### config.mk
export PLATFORM = sky130hd
export DESIGN_NAME = ram_stream_reader
export DESIGN_NICKNAME = d
export VERILOG_FILES = /design/src/rtl/ram_stream_reader_pkg.sv /design/src/rtl/ram_stream_reader_fifo2.sv /design/src/rtl/ram_stream_reader.sv
export SDC_FILE = /design/constraint.sdc
export NUM_CORES = 1
export LEC_CHECK = 0
export BUFFER_PORTS_ARGS = -buffer_cell sky130_fd_sc_hd__buf_2
export CORE_MARGIN = 2
export CORE_UTILIZATION = 48
export DETAILED_ROUTE_END_ITERATION = 8
export HOLD_SLACK_MARGIN = 0.08
export PLACE_DENSITY = 0.87
export SLEW_MARGIN = 20
export SYNTH_ARGS = -nofsm -noshare
export SYNTH_HDL_FRONTEND = slang
export SYNTH_SLANG_ARGS = --single-unit
### constraint.sdc
create_clock -name clk -period 2.2 [get_ports clk]
set_input_delay 0.11 -clock clk [delete_from_list [all_inputs] [get_ports clk]]
set_output_delay 0.11 -clock clk [all_outputs]
set_load 0.05 [all_outputs]
### src/rtl/ram_stream_reader_pkg.sv
// ram_stream_reader shared definitions.
// Default widths and the sequencer state encoding.
package ram_stream_reader_pkg;

  localparam int ADDR_W_DEF = 10;
  localparam int DATA_W_DEF = 16;
  localparam int LEN_W_DEF  = 11;

  localparam int FIFO_DEPTH = 2;

  typedef enum logic [1:0] {
    IDLE  = 2'd0,
    READ  = 2'd1,
    DRAIN = 2'd2
  } state_t;

endpackage

### src/rtl/ram_stream_reader_fifo2.sv
// ram_rd_fifo2: two-entry FIFO of {last, data} words.
// Entry 0 is always the head; pop is taken combinationally.
module ram_rd_fifo2
  import ram_stream_reader_pkg::*;
#(
  parameter int W = DATA_W_DEF + 1
) (
  input  logic         clk,
  input  logic         rst,
  input  logic         push,
  input  logic [W-1:0] din,
  input  logic         pop,
  output logic [W-1:0] dout,
  output logic         valid,
  output logic [1:0]   count
);

  logic [W-1:0] ent0;
  logic [W-1:0] ent1;
  logic [1:0]   cnt;
  logic         pop_ok;
  logic         push_ok;

  assign pop_ok  = pop && (cnt != 2'd0);
  assign push_ok = push && ((cnt != 2'(FIFO_DEPTH)) || pop_ok);

  assign dout  = ent0;
  assign valid = (cnt != 2'd0);
  assign count = cnt;

  // Shift-register storage: head in ent0, second word in ent1.
  always_ff @(posedge clk) begin
    if (rst) begin
      ent0 <= '0;
      ent1 <= '0;
      cnt  <= '0;
    end else begin
      case ({push_ok, pop_ok})
        2'b10: begin
          if (cnt == 2'd0) ent0 <= din;
          else             ent1 <= din;
          cnt <= cnt + 2'd1;
        end
        2'b01: begin
          ent0 <= ent1;
          cnt  <= cnt - 2'd1;
        end
        2'b11: begin
          if (cnt == 2'd1) begin
            ent0 <= din;
          end else begin
            ent0 <= ent1;
            ent1 <= din;
          end
        end
        default: ;
      endcase
    end
  end

endmodule

### src/rtl/ram_stream_reader.sv
// ram_stream_reader: burst read sequencer for a registered-read RAM.
// Issues reads, absorbs the read latency and emits a valid/ready stream.
module ram_stream_reader
  import ram_stream_reader_pkg::*;
#(
  parameter int ADDR_W = ADDR_W_DEF,
  parameter int DATA_W = DATA_W_DEF,
  parameter int LEN_W  = LEN_W_DEF
) (
  input  logic              clk,
  input  logic              rst,
  input  logic              start,
  input  logic [ADDR_W-1:0] base_addr,
  input  logic [LEN_W-1:0]  len,
  output logic              busy,
  output logic              done,
  output logic              ram_en,
  output logic [ADDR_W-1:0] ram_addr,
  output logic              ram_rst,
  input  logic [DATA_W-1:0] ram_dout,
  output logic              m_valid,
  input  logic              m_ready,
  output logic [DATA_W-1:0] m_data,
  output logic              m_last
);

  state_t state;
  state_t state_nxt;

  logic [ADDR_W-1:0] addr_q;
  logic [LEN_W-1:0]  rem_q;
  logic              inflight_q;
  logic              inflight_last_q;
  logic              zero_done_q;

  logic              issue;
  logic              drain_done;
  logic              pop;
  logic              accept;
  logic              last_issue;
  logic [2:0]        occ;
  logic [2:0]        occ_limit;

  logic              fifo_valid;
  logic [1:0]        fifo_count;
  logic [DATA_W:0]   fifo_dout;

  assign accept     = (state == IDLE) && start;
  assign last_issue = (rem_q == LEN_W'(1));
  assign pop        = fifo_valid && m_ready;

  // Words held or owed to the FIFO; a pop this cycle frees one slot.
  assign occ       = {1'b0, fifo_count} + {2'b00, inflight_q};
  assign occ_limit = 3'd2 + {2'b00, pop};

  assign ram_en   = issue;
  assign ram_addr = addr_q;
  assign ram_rst  = rst;

  assign m_valid = fifo_valid;
  assign m_data  = fifo_dout[DATA_W-1:0];
  assign m_last  = fifo_valid && fifo_dout[DATA_W];

  assign busy = (state != IDLE) || zero_done_q;

  // State register.
  always_ff @(posedge clk) begin
    if (rst) state <= IDLE;
    else     state <= state_nxt;
  end

  // Next state, read issue and burst completion.
  always_comb begin
    state_nxt  = state;
    issue      = 1'b0;
    drain_done = 1'b0;
    unique case (state)
      IDLE: begin
        if (start && (len != '0)) state_nxt = READ;
      end
      READ: begin
        if (occ < occ_limit) begin
          issue = 1'b1;
          if (last_issue) state_nxt = DRAIN;
        end
      end
      DRAIN: begin
        if ((fifo_count == 2'd0) && !inflight_q) begin
          drain_done = 1'b1;
          state_nxt  = IDLE;
        end
      end
      default: state_nxt = IDLE;
    endcase
  end

  assign done = drain_done || zero_done_q;

  // Address, remaining count and in-flight read tracking.
  always_ff @(posedge clk) begin
    if (rst) begin
      addr_q          <= '0;
      rem_q           <= '0;
      inflight_q      <= 1'b0;
      inflight_last_q <= 1'b0;
      zero_done_q     <= 1'b0;
    end else begin
      zero_done_q <= accept && (len == '0);
      inflight_q  <= issue;
      if (issue) inflight_last_q <= last_issue;
      if (accept) begin
        addr_q <= base_addr;
        rem_q  <= len;
      end else if (issue) begin
        addr_q <= addr_q + ADDR_W'(1);
        rem_q  <= rem_q - LEN_W'(1);
      end
    end
  end

  ram_rd_fifo2 #(
    .W(DATA_W + 1)
  ) u_fifo (
    .clk  (clk),
    .rst  (rst),
    .push (inflight_q),
    .din  ({inflight_last_q, ram_dout}),
    .pop  (pop),
    .dout (fifo_dout),
    .valid(fifo_valid),
    .count(fifo_count)
  );

endmodule

-- Word level (Yosys, flattened, before mapping)
Cells that the tools add are included.
W data, S select, Z words.
- input bits: 41
- output and inout bits: 32
- bits in registers: 62
- word-level logic and storage cells: 76
- add/subtract/negate cells: 6
- reduce and logical (&&, ||, !) cells: 25
- equal/unequal tests: 15
- order comparisons: 1
- muxes and demuxes: 20
- operators with widths (operator ; count):
    $mux W17 ; 4
    $pmux W17 S3 ; 1
    $pmux W17 S2 ; 1
    $mux W11 ; 2
    $mux W10 ; 2
    $ne A2 B2 Y1 const B ; 7
    $eq A11 B1 Y1 const B ; 1
    $logic_not A11 Y1 ; 1
    $reduce_bool A11 Y1 ; 1
    $sub A11 B1 Y11 const B ; 1
    $add A10 B1 Y10 const B ; 1
    $reduce_bool A2 Y1 ; 5
    $logic_and A1 B1 Y1 ; 8
    $mux W2 ; 4
    $eq A2 B1 Y1 const B ; 3
    $eq A2 B2 Y1 const B ; 3
    $pmux W2 S3 ; 1
    $logic_not A2 Y1 ; 2
    $mux W1 ; 4
    $pmux W2 S2 ; 1
    $reduce_and A4 Y1 ; 1
    $add A2 B1 Y3 ; 1
    $add A2 B1 Y3 const A ; 1
    $logic_or A1 B1 Y1 ; 3
    8 further kinds ; 8

-- Logic depth before layout (Yosys ltp)
- depth in word-level cells: 8
- mapped depth: 10

-- By module
From an unflattened synthesis, not the netlist that was laid out.
- cell total of the unflattened synthesis: 354
- area, all modules: 3086.7 um^2
- by module, submodules not included (module ; sequential area each (um^2) ; instances ; cells each ; area an instance (um^2)):
    ram_rd_fifo2 ; 720.7 ; 1 ; 176 ; 1592.8
    ram_stream_reader ; 520.5 ; 1 ; 178 ; 1493.9

-- Worst setup path before layout
OpenSTA, ideal clock, no wires.
- path type: register to register
- from: reg u_fifo.cnt[0], in the netlist u_fifo.count[0]
- to: reg rem_q[10]
- buffers on the path: 0
- arrival: 2.176 ns
- cell stages (with the launch flop): 8
- slack: -0.091 ns
- path through: dfxtp_1 > inv_1 > ha_1 > or3b_1 > a211o_1 > inv_1 > mux2_2 > a2111oi_0
- word-level cells in the longest chain between the ends: 7
- ends and longest elaborated chain (what ; RTL line ; RTL):
    from (decl) ; ram_stream_reader_fifo2.sv:20 ; logic [1:0] cnt;
    from (signal assigned) ; ram_stream_reader_fifo2.sv:42 ; cnt <= cnt + 2'd1;
    from (signal assigned) ; ram_stream_reader_fifo2.sv:46 ; cnt <= cnt - 2'd1;
    $reduce_bool A2 Y1 ; ram_stream_reader_fifo2.sv:28 ; assign valid = (cnt != 2'd0);
    $logic_and A1 B1 Y1 ; ram_stream_reader.sv:50 ; assign pop = fifo_valid && m_ready;
    $add A2 B1 Y3 ; ram_stream_reader.sv:54 ; assign occ_limit = 3'd2 + {2'b00, pop};
    $lt A3 B3 Y1 (*) ; ram_stream_reader.sv:82 ; if (occ < occ_limit) begin
    $mux W1 (*) ; ram_stream_reader.sv:82 ;
    $mux W1 (*) ; ram_stream_reader.sv:77 ; unique case (state)
    $reduce_bool A2 Y1 (no source line) (*) ; - ;
    to (signal assigned) ; ram_stream_reader.sv:113 ; rem_q <= len;
    to (signal assigned) ; ram_stream_reader.sv:116 ; rem_q <= rem_q - LEN_W'(1);
    to (decl) ; ram_stream_reader.sv:31 ; logic [LEN_W-1:0] rem_q;
Mark *: on every way between the ends. The rest lies on a longest branch, timed or not.
A chain may end at the register's enable or synchronous reset.

-- Final worst setup path
- from: reg u_fifo.cnt[0], in the netlist u_fifo.count[0]
- to: reg addr_q[7], in the netlist ram_addr[7]
- word-level cells in the longest chain between the ends: 7
- ends and longest elaborated chain (what ; RTL line ; RTL):
    $reduce_bool A2 Y1 ; ram_stream_reader_fifo2.sv:28 ;
    $logic_and A1 B1 Y1 ; ram_stream_reader.sv:50 ;
    $add A2 B1 Y3 ; ram_stream_reader.sv:54 ;
    $lt A3 B3 Y1 (*) ; ram_stream_reader.sv:82 ;
    $mux W1 (*) ; ram_stream_reader.sv:82 ;
    $mux W1 (*) ; ram_stream_reader.sv:77 ;
    $reduce_bool A2 Y1 (no source line) (*) ; - ;
    to (signal assigned) ; ram_stream_reader.sv:112 ; addr_q <= base_addr;
    to (signal assigned) ; ram_stream_reader.sv:115 ; addr_q <= addr_q + ADDR_W'(1);
    to (decl) ; ram_stream_reader.sv:30 ; logic [ADDR_W-1:0] addr_q;
Marks and branches as above.

==> flow_metrics.tcl <==
set metrics [dict create \
    layout_min_cycle_time_ps 2190 \
    port_buffers 72 \
    grt_pass1_vias 2955 \
    clk_pin_slew_worst_paths_ps 60 \
    synth_top_area_share_pct 39.7 \
    p_leak_nw 1.83 \
    antenna_found_initial 0 \
    hold_viol 0 \
    grt_overflow_total 0 \
    dp_cells 489 \
    whs_path_depth 3 \
    synth-main-ff-cell "dfxtp_1" \
    pin_count 73 \
    initial_core_util_pct 49.5 \
    worst_path_max_delay_cell "or4_1" \
    reg2regPathDepth 5 \
    grt_use_total_pct 22.8 \
    tns_ps 0 \
    num_vias 3142 \
    drtIter0Drc 154 \
    crit-reg2reg-launch "u_fifo.count[0]$_SDFFE_PP0P_" \
    criticalPathCategory "flop to flop" \
    nNetsFinal 506 \
    dieWidth_um 84.7 \
    cts_buffers 9 \
    outcome "finished clean" \
    crit_path_max_incr_delay_ps 460 \
    synth-edff-count 0 \
    antenna_cells 0 \
    worstHoldStart "base_addr[3]" \
    maxSlewViolCount 0 \
    synth.most_common_cell "dfxtp_1" \
    synth.distinct_cells 45 \
    grt_pass1_wl_mm 13.3 \
    synth-seq-cells 62 \
    synthToLayoutAreaGrowth_pct 32.4 \
    fmax_mhz 457 \
    hp-class "primary input to flop" \
    die-area_sq_um 7180 \
    slew_headroom_pct 60.3 \
    fin_cells 538 \
    arrival_ps 2450 \
    place_hpwl_mm 5.06 \
    die_y_um 84.7 \
    synthArstFlopShare_pct 0 \
    wl_mm 8.04 \
    syn_area_sq_um 3130 \
    ys_seq_area_share_pct 39.7 \
    syn_inst 367 \
    layout-drive-gt1-share_pct 26.7 \
    worst-path-buf-inv 0 \
    critical_path_required_ps 2460 \
    routedWlPerCell_um 14.9 \
    yosys.area.top_type "dfxtp_1" \
    fin_crit_sh_pct 99.5 \
    clkLatencyLatePin_ps 350 \
    grt_max_degree 37 \
    vias_per_cell 5.84 \
    finalWeightedCongestion 0.851 \
    cp_cell_sequence "ha_1 -> or3b_4 -> a211o_4 -> or4_1 -> a311oi_2" \
    syn-num-nets 417 \
    rsz0062_at_grt "yes" \
    clkSinkCount 62 \
    drc_errors 0 \
    r2r-end "ram_addr[7]$_SDFFE_PP0P_" \
    tightestPinTransition_ps 595 \
    holdPathEnd "ram_addr[3]$_SDFFE_PP0P_" \
    crit_family "simple AND/OR/NAND/NOR gates" \
    synth_area_per_cell_sq_um 8.52 \
    core_sq_um 6310 \
    cts_max_level 3 \
    cts_tree "built" \
    yosys-top-cells-area "dfxtp_1, a311oi_1, mux2i_1" \
    ys_warn_count 0 \
    finalSetupViolCount 0 \
    peakVddDrop_mv 0.747 \
    placementRows 29 \
    startpoint_type "flop" \
    dr.pass1.iters 4 \
    synthTopCellsByCount "dfxtp_1, nand2_1, nor2_1" \
    cp-end-kind "flop" \
    r2r_slack_ps 10 \
    ant_nets 0 \
    critPathMaxFanout 7 \
    cts_root_buf "clkbuf_8" \
    skew_ps 9.31 \
    max-clock-path-buffers 2 \
    powerDensity_nw_per_um2 1060 \
    drv_cap 0 \
]
==> flip-flops by register name (all words and copies together) (netlist names) <==
register         flops
inflight_last_q      1
inflight_q           1
ram_addr            10
rem_q               11
state                2
u_fifo.count         2
u_fifo.dout         17
u_fifo.ent1         17
zero_done_q          1
==> how the worst max path moves through the flow <==
stage | slack [ps] | from | cells past startpoint | endpoint
CTS | -10 | u_fifo.count[0]$_SDFFE_PP0P_ | 6 | ram_en
global route | -60 | inflight_q$_SDFF_PP0_ | 5 | ram_addr[7]$_SDFFE_PP0P_
detailed placement | -140 | u_fifo.count[0]$_SDFFE_PP0P_ | 7 | rem_q[10]$_SDFFE_PP0P_
global placement | 30 | u_fifo.count[0]$_SDFFE_PP0P_ | 6 | ram_addr[7]$_SDFFE_PP0P_
floorplan | 10 | u_fifo.count[0]$_SDFFE_PP0P_ | 7 | rem_q[10]$_SDFFE_PP0P_
finish | 10 | u_fifo.count[0]$_SDFFE_PP0P_ | 5 | ram_addr[7]$_SDFFE_PP0P_
==> stage by stage <==
stage | util [%] | power (mW) | hold slack [ps] | area [sq um] | setup slack [ps]
global placement | 55.5 | 3.11 | 360 | 3510 | 34.0
finish | 65.6 | 4.39 | 90.9 | 4140 | 12.1
floorplan | - | 2.85 | 254 | 3130 | 11.3
detailed placement | 55.5 | 3.15 | 372 | 3510 | -144
global route | 65.6 | 4.62 | 94.6 | 4140 | -63.9
CTS | 64.9 | 4.34 | 83.5 | 4100 | -10.8
==> cell usage in the layout (no fill, tap or decap), types with 3 or more instances in the layout <==
cell type,count
a211oi_1,4
a21oi_1,11
a311oi_1,23
a31o_2,3
a31oi_1,5
a32oi_1,7
and3_1,3
buf_12,3
buf_2,71
buf_4,18
clkbuf_8,10
dfxtp_1,60
dlygate4sd3_1,31
ha_1,8
inv_1,9
mux2i_1,20
nand2_1,32
nand3_1,25
nand4_1,3
nor2_1,30
nor2b_1,4
nor3_1,22
nor4_1,6
o21bai_1,3
o311ai_1,4
or3_1,5
or4_1,4
==> cell families (layout without fill, tap and decap cells) <==
group / Yosys count / count (layout) / synth area share (%)
flops: 62 / 62 / 39.7
buf+inv: 56 / 150 / 8.92
mux: 21 / 21 / 6.76
xor+xnor: 1 / 1 / 0.280
fa+ha+maj: 9 / 9 / 3.60
simple gates: 145 / 145 / 22.8
compound gates: 73 / 73 / 18.0
==> layout make-up <==
| type | count | area (sq um) |
|---|---|---|
| well taps | 77 | 96.3 |
| inverters | 10 | 42.5 |
| fillers | 503 | 2170 |
| clock inverters | 4 | 70.1 |
| clock buffers | 12 | 145 |
| flip-flops and latches | 62 | 1240 |
| repair buffers | 124 | 886 |
| multi-input cells | 249 | 1660 |
==> worst min-delay path, delay by kind of cell <==
family	cells	cell delay (ps)
AOI/OAI and AO/OA	2	170
buffers and inverters	1	100
==> report_power, final <==
part           total, mW  internal [mW]  switching, mW
clock               1.10          0.666          0.434
sequential          1.43           1.31          0.122
combinational       1.85          0.658           1.20
total               4.39           2.64           1.75
==> timing repair <==
action,4_1_cts,5_1_grt
resized for setup,15,8
cloned,0,1
hold endpoints to repair,47,0
pin swaps,5,2
buffers inserted,0,1
hold buffers,31,0
setup endpoints to repair,4,9
==> routing by layer <==
| metal | track usage (%) | vias to the layer above | wire length, um |
|---|---|---|---|
| met5 | 0 | - | 0 |
| met4 | 8.66 | 0 | 133 |
| met3 | 5.80 | 15 | 503 |
| met2 | 40.9 | 130 | 4250 |
| met1 | 25.9 | 1476 | 3150 |
| li1 | - | 1521 | - |
Power figures use the tool's default switching activity.
